File: src/rtl/reg_file_arbiter_pkg.sv
// Shared constants for the register-file arbiter: FSM state encoding and
// default register-file geometry.
package reg_file_arb_pkg;

    localparam int DATA_WIDTH_DEF = 16;
    localparam int ADDR_WIDTH_DEF = 3;

    localparam logic [1:0] IDLE   = 2'd0;
    localparam logic [1:0] ACCESS = 2'd1;
    localparam logic [1:0] RESP   = 2'd2;

    typedef enum logic {
        REQUESTER_0 = 1'b0,
        REQUESTER_1 = 1'b1
    } requester_t;

endpackage

File: src/rtl/reg_file_arbiter_if.sv
// Bundle of the two requester ports and the register-file side of the arbiter.
// The arbiter uses the slave view; clients and the register file see the master view.
interface reg_file_arbiter_if #(
    parameter int DATA_WIDTH = 16,
    parameter int ADDR_WIDTH = 3
);
    logic                  REQ0;
    logic                  REQ1;
    logic                  WE0;
    logic                  WE1;
    logic [ADDR_WIDTH-1:0] ADDR0;
    logic [ADDR_WIDTH-1:0] ADDR1;
    logic [DATA_WIDTH-1:0] WDATA0;
    logic [DATA_WIDTH-1:0] WDATA1;
    logic                  GNT0;
    logic                  GNT1;
    logic                  RVALID0;
    logic                  RVALID1;
    logic [DATA_WIDTH-1:0] RDATA;
    logic                  BUSY;
    logic                  RF_WrEn;
    logic                  RF_RdEn;
    logic [ADDR_WIDTH-1:0] RF_Address;
    logic [DATA_WIDTH-1:0] RF_WrData;
    logic [DATA_WIDTH-1:0] RF_RdData;

    modport slave (
        input  REQ0, REQ1, WE0, WE1, ADDR0, ADDR1, WDATA0, WDATA1, RF_RdData,
        output GNT0, GNT1, RVALID0, RVALID1, RDATA, BUSY,
        output RF_WrEn, RF_RdEn, RF_Address, RF_WrData
    );

    modport master (
        output REQ0, REQ1, WE0, WE1, ADDR0, ADDR1, WDATA0, WDATA1, RF_RdData,
        input  GNT0, GNT1, RVALID0, RVALID1, RDATA, BUSY,
        input  RF_WrEn, RF_RdEn, RF_Address, RF_WrData
    );
endinterface

File: src/rtl/reg_file_arbiter_rr_arb2.sv
// Two-way round-robin winner selection; purely combinational.
module rr_arb2
    import reg_file_arb_pkg::*;
(
    input  logic       i_req0,
    input  logic       i_req1,
    input  requester_t i_last,
    output logic       o_valid,
    output requester_t o_winner
);
    always_comb begin
        o_valid  = i_req0 | i_req1;
        o_winner = REQUESTER_0;
        if (i_req0 && i_req1) begin
            // Contention: whoever did not win last time goes now.
            o_winner = (i_last == REQUESTER_0) ? REQUESTER_1 : REQUESTER_0;
        end else if (i_req1) begin
            o_winner = REQUESTER_1;
        end
    end
endmodule

File: src/rtl/reg_file_arbiter.sv
// Round-robin arbiter granting two clients one-cycle access to the register
// file, returning read data with a per-owner RVALID pulse.
module reg_file_arbiter
    import reg_file_arb_pkg::*;
#(
    parameter int DATA_WIDTH = DATA_WIDTH_DEF,
    parameter int ADDR_WIDTH = ADDR_WIDTH_DEF
) (
    input  logic               CLK,
    input  logic               RST,
    reg_file_arbiter_if.slave  bus
);
    logic [1:0]            r_state;
    requester_t            r_last;
    requester_t            r_owner;
    logic                  r_we;
    logic [ADDR_WIDTH-1:0] r_addr;
    logic [DATA_WIDTH-1:0] r_wdata;
    logic [DATA_WIDTH-1:0] r_rdata;
    logic [1:0]            r_rvalid;

    logic       w_any_req;
    requester_t w_winner;
    logic       w_access;

    rr_arb2 u_rr_arb2 (
        .i_req0   (bus.REQ0),
        .i_req1   (bus.REQ1),
        .i_last   (r_last),
        .o_valid  (w_any_req),
        .o_winner (w_winner)
    );

    always_ff @(posedge CLK) begin
        if (RST) begin
            r_state  <= IDLE;
            r_last   <= REQUESTER_1;
            r_owner  <= REQUESTER_0;
            r_we     <= 1'b0;
            r_addr   <= '0;
            r_wdata  <= '0;
            r_rdata  <= '0;
            r_rvalid <= '0;
        end else begin
            r_rvalid <= '0;
            case (r_state)
                IDLE: begin
                    if (w_any_req) begin
                        r_state <= ACCESS;
                        r_owner <= w_winner;
                        r_last  <= w_winner;
                        if (w_winner == REQUESTER_1) begin
                            r_we    <= bus.WE1;
                            r_addr  <= bus.ADDR1;
                            r_wdata <= bus.WDATA1;
                        end else begin
                            r_we    <= bus.WE0;
                            r_addr  <= bus.ADDR0;
                            r_wdata <= bus.WDATA0;
                        end
                    end
                end
                ACCESS: begin
                    r_state <= r_we ? IDLE : RESP;
                end
                RESP: begin
                    // Register file output is valid now, one cycle after RdEn.
                    r_rdata           <= bus.RF_RdData;
                    r_rvalid[r_owner] <= 1'b1;
                    r_state           <= IDLE;
                end
                default: begin
                    r_state <= IDLE;
                end
            endcase
        end
    end

    assign w_access = (r_state == ACCESS);

    assign bus.GNT0       = w_access && (r_owner == REQUESTER_0);
    assign bus.GNT1       = w_access && (r_owner == REQUESTER_1);
    assign bus.RF_WrEn    = w_access && r_we;
    assign bus.RF_RdEn    = w_access && !r_we;
    assign bus.RF_Address = w_access ? r_addr  : '0;
    assign bus.RF_WrData  = w_access ? r_wdata : '0;
    assign bus.RVALID0    = r_rvalid[0];
    assign bus.RVALID1    = r_rvalid[1];
    assign bus.RDATA      = r_rdata;
    assign bus.BUSY       = (r_state != IDLE);
endmodule

File: src/flat_wrapper.sv
// flat-port wrapper written by rule: the top's interface ports become plain ports
module reg_file_arbiter_flat import reg_file_arb_pkg::*;
#(
    parameter int DATA_WIDTH = DATA_WIDTH_DEF,
    parameter int ADDR_WIDTH = ADDR_WIDTH_DEF
)
  (CLK, RST, bus_REQ0, bus_REQ1, bus_WE0, bus_WE1, bus_ADDR0, bus_ADDR1, bus_WDATA0, bus_WDATA1, bus_RF_RdData, bus_GNT0, bus_GNT1, bus_RVALID0, bus_RVALID1, bus_RDATA, bus_BUSY, bus_RF_WrEn, bus_RF_RdEn, bus_RF_Address, bus_RF_WrData);
  reg_file_arbiter_if #(.DATA_WIDTH(DATA_WIDTH), .ADDR_WIDTH(ADDR_WIDTH)) bus_i ();
  input  logic CLK;
  input  logic RST;
  input wire logic [$bits(bus_i.REQ0)-1:0] bus_REQ0;
  input wire logic [$bits(bus_i.REQ1)-1:0] bus_REQ1;
  input wire logic [$bits(bus_i.WE0)-1:0] bus_WE0;
  input wire logic [$bits(bus_i.WE1)-1:0] bus_WE1;
  input wire logic [$bits(bus_i.ADDR0)-1:0] bus_ADDR0;
  input wire logic [$bits(bus_i.ADDR1)-1:0] bus_ADDR1;
  input wire logic [$bits(bus_i.WDATA0)-1:0] bus_WDATA0;
  input wire logic [$bits(bus_i.WDATA1)-1:0] bus_WDATA1;
  input wire logic [$bits(bus_i.RF_RdData)-1:0] bus_RF_RdData;
  output wire logic [$bits(bus_i.GNT0)-1:0] bus_GNT0;
  output wire logic [$bits(bus_i.GNT1)-1:0] bus_GNT1;
  output wire logic [$bits(bus_i.RVALID0)-1:0] bus_RVALID0;
  output wire logic [$bits(bus_i.RVALID1)-1:0] bus_RVALID1;
  output wire logic [$bits(bus_i.RDATA)-1:0] bus_RDATA;
  output wire logic [$bits(bus_i.BUSY)-1:0] bus_BUSY;
  output wire logic [$bits(bus_i.RF_WrEn)-1:0] bus_RF_WrEn;
  output wire logic [$bits(bus_i.RF_RdEn)-1:0] bus_RF_RdEn;
  output wire logic [$bits(bus_i.RF_Address)-1:0] bus_RF_Address;
  output wire logic [$bits(bus_i.RF_WrData)-1:0] bus_RF_WrData;
  assign bus_i.REQ0 = bus_REQ0;
  assign bus_i.REQ1 = bus_REQ1;
  assign bus_i.WE0 = bus_WE0;
  assign bus_i.WE1 = bus_WE1;
  assign bus_i.ADDR0 = bus_ADDR0;
  assign bus_i.ADDR1 = bus_ADDR1;
  assign bus_i.WDATA0 = bus_WDATA0;
  assign bus_i.WDATA1 = bus_WDATA1;
  assign bus_i.RF_RdData = bus_RF_RdData;
  assign bus_GNT0 = bus_i.GNT0;
  assign bus_GNT1 = bus_i.GNT1;
  assign bus_RVALID0 = bus_i.RVALID0;
  assign bus_RVALID1 = bus_i.RVALID1;
  assign bus_RDATA = bus_i.RDATA;
  assign bus_BUSY = bus_i.BUSY;
  assign bus_RF_WrEn = bus_i.RF_WrEn;
  assign bus_RF_RdEn = bus_i.RF_RdEn;
  assign bus_RF_Address = bus_i.RF_Address;
  assign bus_RF_WrData = bus_i.RF_WrData;
  reg_file_arbiter #(.DATA_WIDTH(DATA_WIDTH), .ADDR_WIDTH(ADDR_WIDTH)) u_core (.CLK(CLK), .RST(RST), .bus(bus_i));
endmodule
File: config.mk
export PLATFORM = sky130hd
export DESIGN_NAME = reg_file_arbiter_flat
export DESIGN_NICKNAME = d
export VERILOG_FILES = /design/src/rtl/reg_file_arbiter_pkg.sv /design/src/rtl/reg_file_arbiter_if.sv /design/src/rtl/reg_file_arbiter_rr_arb2.sv /design/src/rtl/reg_file_arbiter.sv /design/src/flat_wrapper.sv
export SDC_FILE = /design/constraint.sdc
export NUM_CORES = 1
export LEC_CHECK = 0
export BUFFER_PORTS_ARGS = -buffer_cell sky130_fd_sc_hd__buf_4
export CORE_MARGIN = 4
export CORE_UTILIZATION = 45
export DETAILED_ROUTE_END_ITERATION = 8
export PLACE_DENSITY_LB_ADDON = 0.3
export SETUP_SLACK_MARGIN = 0.02
export SLEW_MARGIN = 5
export SYNTH_ARGS = -nofsm -noshare
export SYNTH_HDL_FRONTEND = slang
export SYNTH_HIERARCHICAL = 1
export SYNTH_SLANG_ARGS = --single-unit
File: constraint.sdc
create_clock -name CLK -period 1.74 [get_ports CLK]
set_clock_uncertainty 0.15 [all_clocks]
set_input_delay 0.261 -clock CLK [delete_from_list [all_inputs] [get_ports CLK]]
set_output_delay 0.261 -clock CLK [all_outputs]
set_load 0.1 [all_outputs]
==> flow_metrics.env <==
export IMPL_status="complete, but fails checks"
export IMPL_failed_checks="negative setup slack"
export IMPL_switching_power_w=0.000979
export IMPL_cts_made_buffers=5
export IMPL_p_int_w=0.00188
export IMPL_io_pins=102
export IMPL_vdd_ir_drop_max_mv=0.536
export IMPL_vias=1820
export IMPL_die_y_um=73.5
export IMPL_synth_simple_gate_area_share_pct=22.4
export IMPL_synth_seq_cells=42
export IMPL_postCtsSetupRepairBufs=0
export IMPL_placement_rows=23
export IMPL_clk_latency_ns=0.29
export IMPL_cp_startpoint="u_core/r_state[0]$_SDFFE_PP0P_"
export IMPL_drtIter0Drc=93
export IMPL_period_share_pct=102
export IMPL_seq_area_frac_synth_pct=43.6
export IMPL_root_buffer="clkbuf_8"
export IMPL_antenna_found_initial=0
export IMPL_drv_cap=0
export IMPL_grt_max_degree=43
export IMPL_synth_cells=209
export IMPL_nets=369
export IMPL_dpl_hpwl_um=3540
export IMPL_htree_levels=2
export IMPL_clk_path_buf_depth=2
export IMPL_synthAdderAreaFrac_pct=0
export IMPL_yosys_area_share_xor_xnor_pct=0
export IMPL_wire_per_inst_um=15.1
export IMPL_overflow=0
export IMPL_grt_pass1_vias=1881
export IMPL_grt_use_total_pct=20.1
export IMPL_placed_cells_incl_taps=350
export IMPL_setup_viol=19
export IMPL_crit_fanout=6
export IMPL_synth_fp_nets=269
export IMPL_ant_nets=0
export IMPL_crit_type="reg -> out"
export IMPL_path_clk_slew_ns=0.08
export IMPL_critPathCaptureType="output port"
export IMPL_drt_first_pass_iters=4
export IMPL_hold_viol=0
export IMPL_initial_core_util_pct=47.2
export IMPL_synth_compound_area_share_pct=17.8
export IMPL_synth_top_family_by_area="simple AND/OR/NAND/NOR gates"
export IMPL_die_area_um2=5400
export IMPL_swShare_pct=34.2
export IMPL_hold_depth=3
export IMPL_layout_common_cells="81 x buf_4, 40 x dfxtp_1, 35 x nand2_1"
export IMPL_netlist_top_cells_area="dfxtp_1 44%, a211oi_2 12%, mux2i_1 10%, and2_1 6.8%, nand2_1 6.8%"
export IMPL_ys_types=23
export IMPL_fin_crit_ns=1.77
export IMPL_grt_pass1_wl_um=8360
export IMPL_max_freq_mhz=565
export IMPL_cts_sinks=42
export IMPL_r2r_start="u_core/r_state[1]$_SDFFE_PP0P_"
export IMPL_power_frac_clock_pct=26.2
export IMPL_worstMarginPinSlew_ns=0.536
export IMPL_routabilityCongestion=0.672
export IMPL_core_area_um2=4090
export IMPL_fin_ws_ns=-0.0287
export IMPL_antenna_cells=0
export IMPL_grt_setup_unrepaired="yes"
export IMPL_leakagePower_nw=1.40
export IMPL_viasPerCell=5.06
export IMPL_hp_start="bus_RF_RdData[4]"
export IMPL_yosys_warnings=6
export IMPL_pwr_share_comb_pct=35.7
export IMPL_p_per_area_nw_per_um2=881
export IMPL_numPortBuffers=101
export IMPL_hold_buffers=0
export IMPL_n_fill_cell=276
export IMPL_drc=0
export IMPL_die_x_um=73.5
export IMPL_dp_slack_ns=0.190
export IMPL_cts_tree="built"
export IMPL_synth_area_um2=1930
export IMPL_synth_top_area_share_pct=43.6
export IMPL_start_kind="flop"
export IMPL_sequentialPowerShare_pct=38.1
export IMPL_final_common_cell="buf_4"
export IMPL_synth_avg_cell_area_um2=9.23
export IMPL_crit_arrival_ns=1.36
export IMPL_crit_required_ns=1.33
export IMPL_synth_top_area_cell="dfxtp_1"
export IMPL_final_cells=360
export IMPL_slew_headroom_pct=64.3
export IMPL_multi_input_area_um2=1070
export IMPL_drive_gt1_share_pct=54.2
export IMPL_regArea_um2=843
export IMPL_slew_violations=0
export IMPL_area_growth_pct=68.3
export IMPL_rr_worst_depth=5
export IMPL_synth_area_mux_share_pct=10.4
export IMPL_drt_wl_total_um=5450
export IMPL_hold_path_class="in -> reg"
## worst max-delay path, stage by stage, from the launching register on
cell	delay, ns
dfxtp_2	0.34
nor2b_4	0.24
buf_6	0.16
and2_4	0.16
buf_12	0.17
## synthesized netlist by cell type
library cell	number
a211oi_2	19
or2_1	1
mux2i_1	20
clkbuf_2	1
buf_6	3
buf_1	2
nor2b_1	2
clkbuf_1	6
and2_1	21
nand2_1	35
nor3b_1	1
nor2_1	23
or3b_2	1
or2_2	1
a21boi_1	1
clkbuf_4	2
buf_4	4
a211oi_1	1
nand2b_1	2
dfxtp_1	42
nor3b_4	1
nor3_1	2
a21oi_1	18
## registers in the layout, indices dropped and copies added (netlist names)
signal / cells
u_core/r_we: 1
u_core/bus.RDATA: 16
u_core/r_rvalid: 2
u_core/r_addr: 3
u_core/r_owner: 1
u_core/r_wdata: 16
u_core/r_last: 1
u_core/r_state: 2
## cell families after synthesis
group,Yosys count
simple gates,90
buf+inv,18
compound gates,39
flops,42
mux,20
## repair_timing
| action | 4_1_cts | 5_1_grt |
|---|---|---|
| setup endpoints to repair | 23 | 29 |
| gates resized for setup | 75 | 33 |
| pin swaps | 1 | 10 |
| gates cloned | 1 | 1 |
## final timing paths
check                                                   endpoint  slack (ns)
worst min-delay path            u_core/bus.RDATA[4]$_SDFFE_PP0N_        0.06
worst min register to register  u_core/bus.RDATA[9]$_SDFFE_PP0N_        0.31
worst max-delay path                           bus_RF_Address[0]       -0.03
worst max register to register    u_core/r_wdata[8]$_SDFFE_PP0P_        0.25
## power by group through the flow
stage / clock network (W) / registers (W) / logic (W)
floorplan: 0 / 0.00119 / 0.000553
global placement: 0 / 0.00110 / 0.000864
detailed placement: 0 / 0.00110 / 0.000880
global route: 0.000813 / 0.00110 / 0.00108
finish: 0.000749 / 0.00109 / 0.00102
CTS: 0.000762 / 0.00108 / 0.000982
## routing by layer
metal  GRT usage [%]  up-vias  share of wire [%]
li1                -      897                  -
met3            5.47        8                6.9
met4            7.44        0                1.8
met5               0        -                  0
met2            37.7       53                 55
met1            21.0      862                 36
## stage by stage
stage / hold WS [ns] / TNS [ns] / instance area [µm²] / power [W] / utilization [%]
6_report: 0.0582 / -0.286 / 3250 / 0.00286 / 79.5
5_1_grt: 0.0477 / -1.43 / 3250 / 0.00299 / 79.5
4_1_cts: 0.0503 / -0.0320 / 3180 / 0.00283 / 77.8
3_5_place_dp: 0.297 / 0 / 2760 / 0.00198 / 67.6
3_3_place_gp: 0.293 / 0 / 2760 / 0.00196 / 67.6
2_1_floorplan: 0.247 / -0.0481 / 1970 / 0.00175 / -
## layout make-up
class,instances,share of cell area (%)
multi-input cells,149,32.8
clock inverters,1,0.925
well taps,50,1.93
clock buffers,7,2.35
flip-flops and latches,42,26.0
repair buffers,111,36.0
Note: power is estimated with default switching activity, not from simulation.
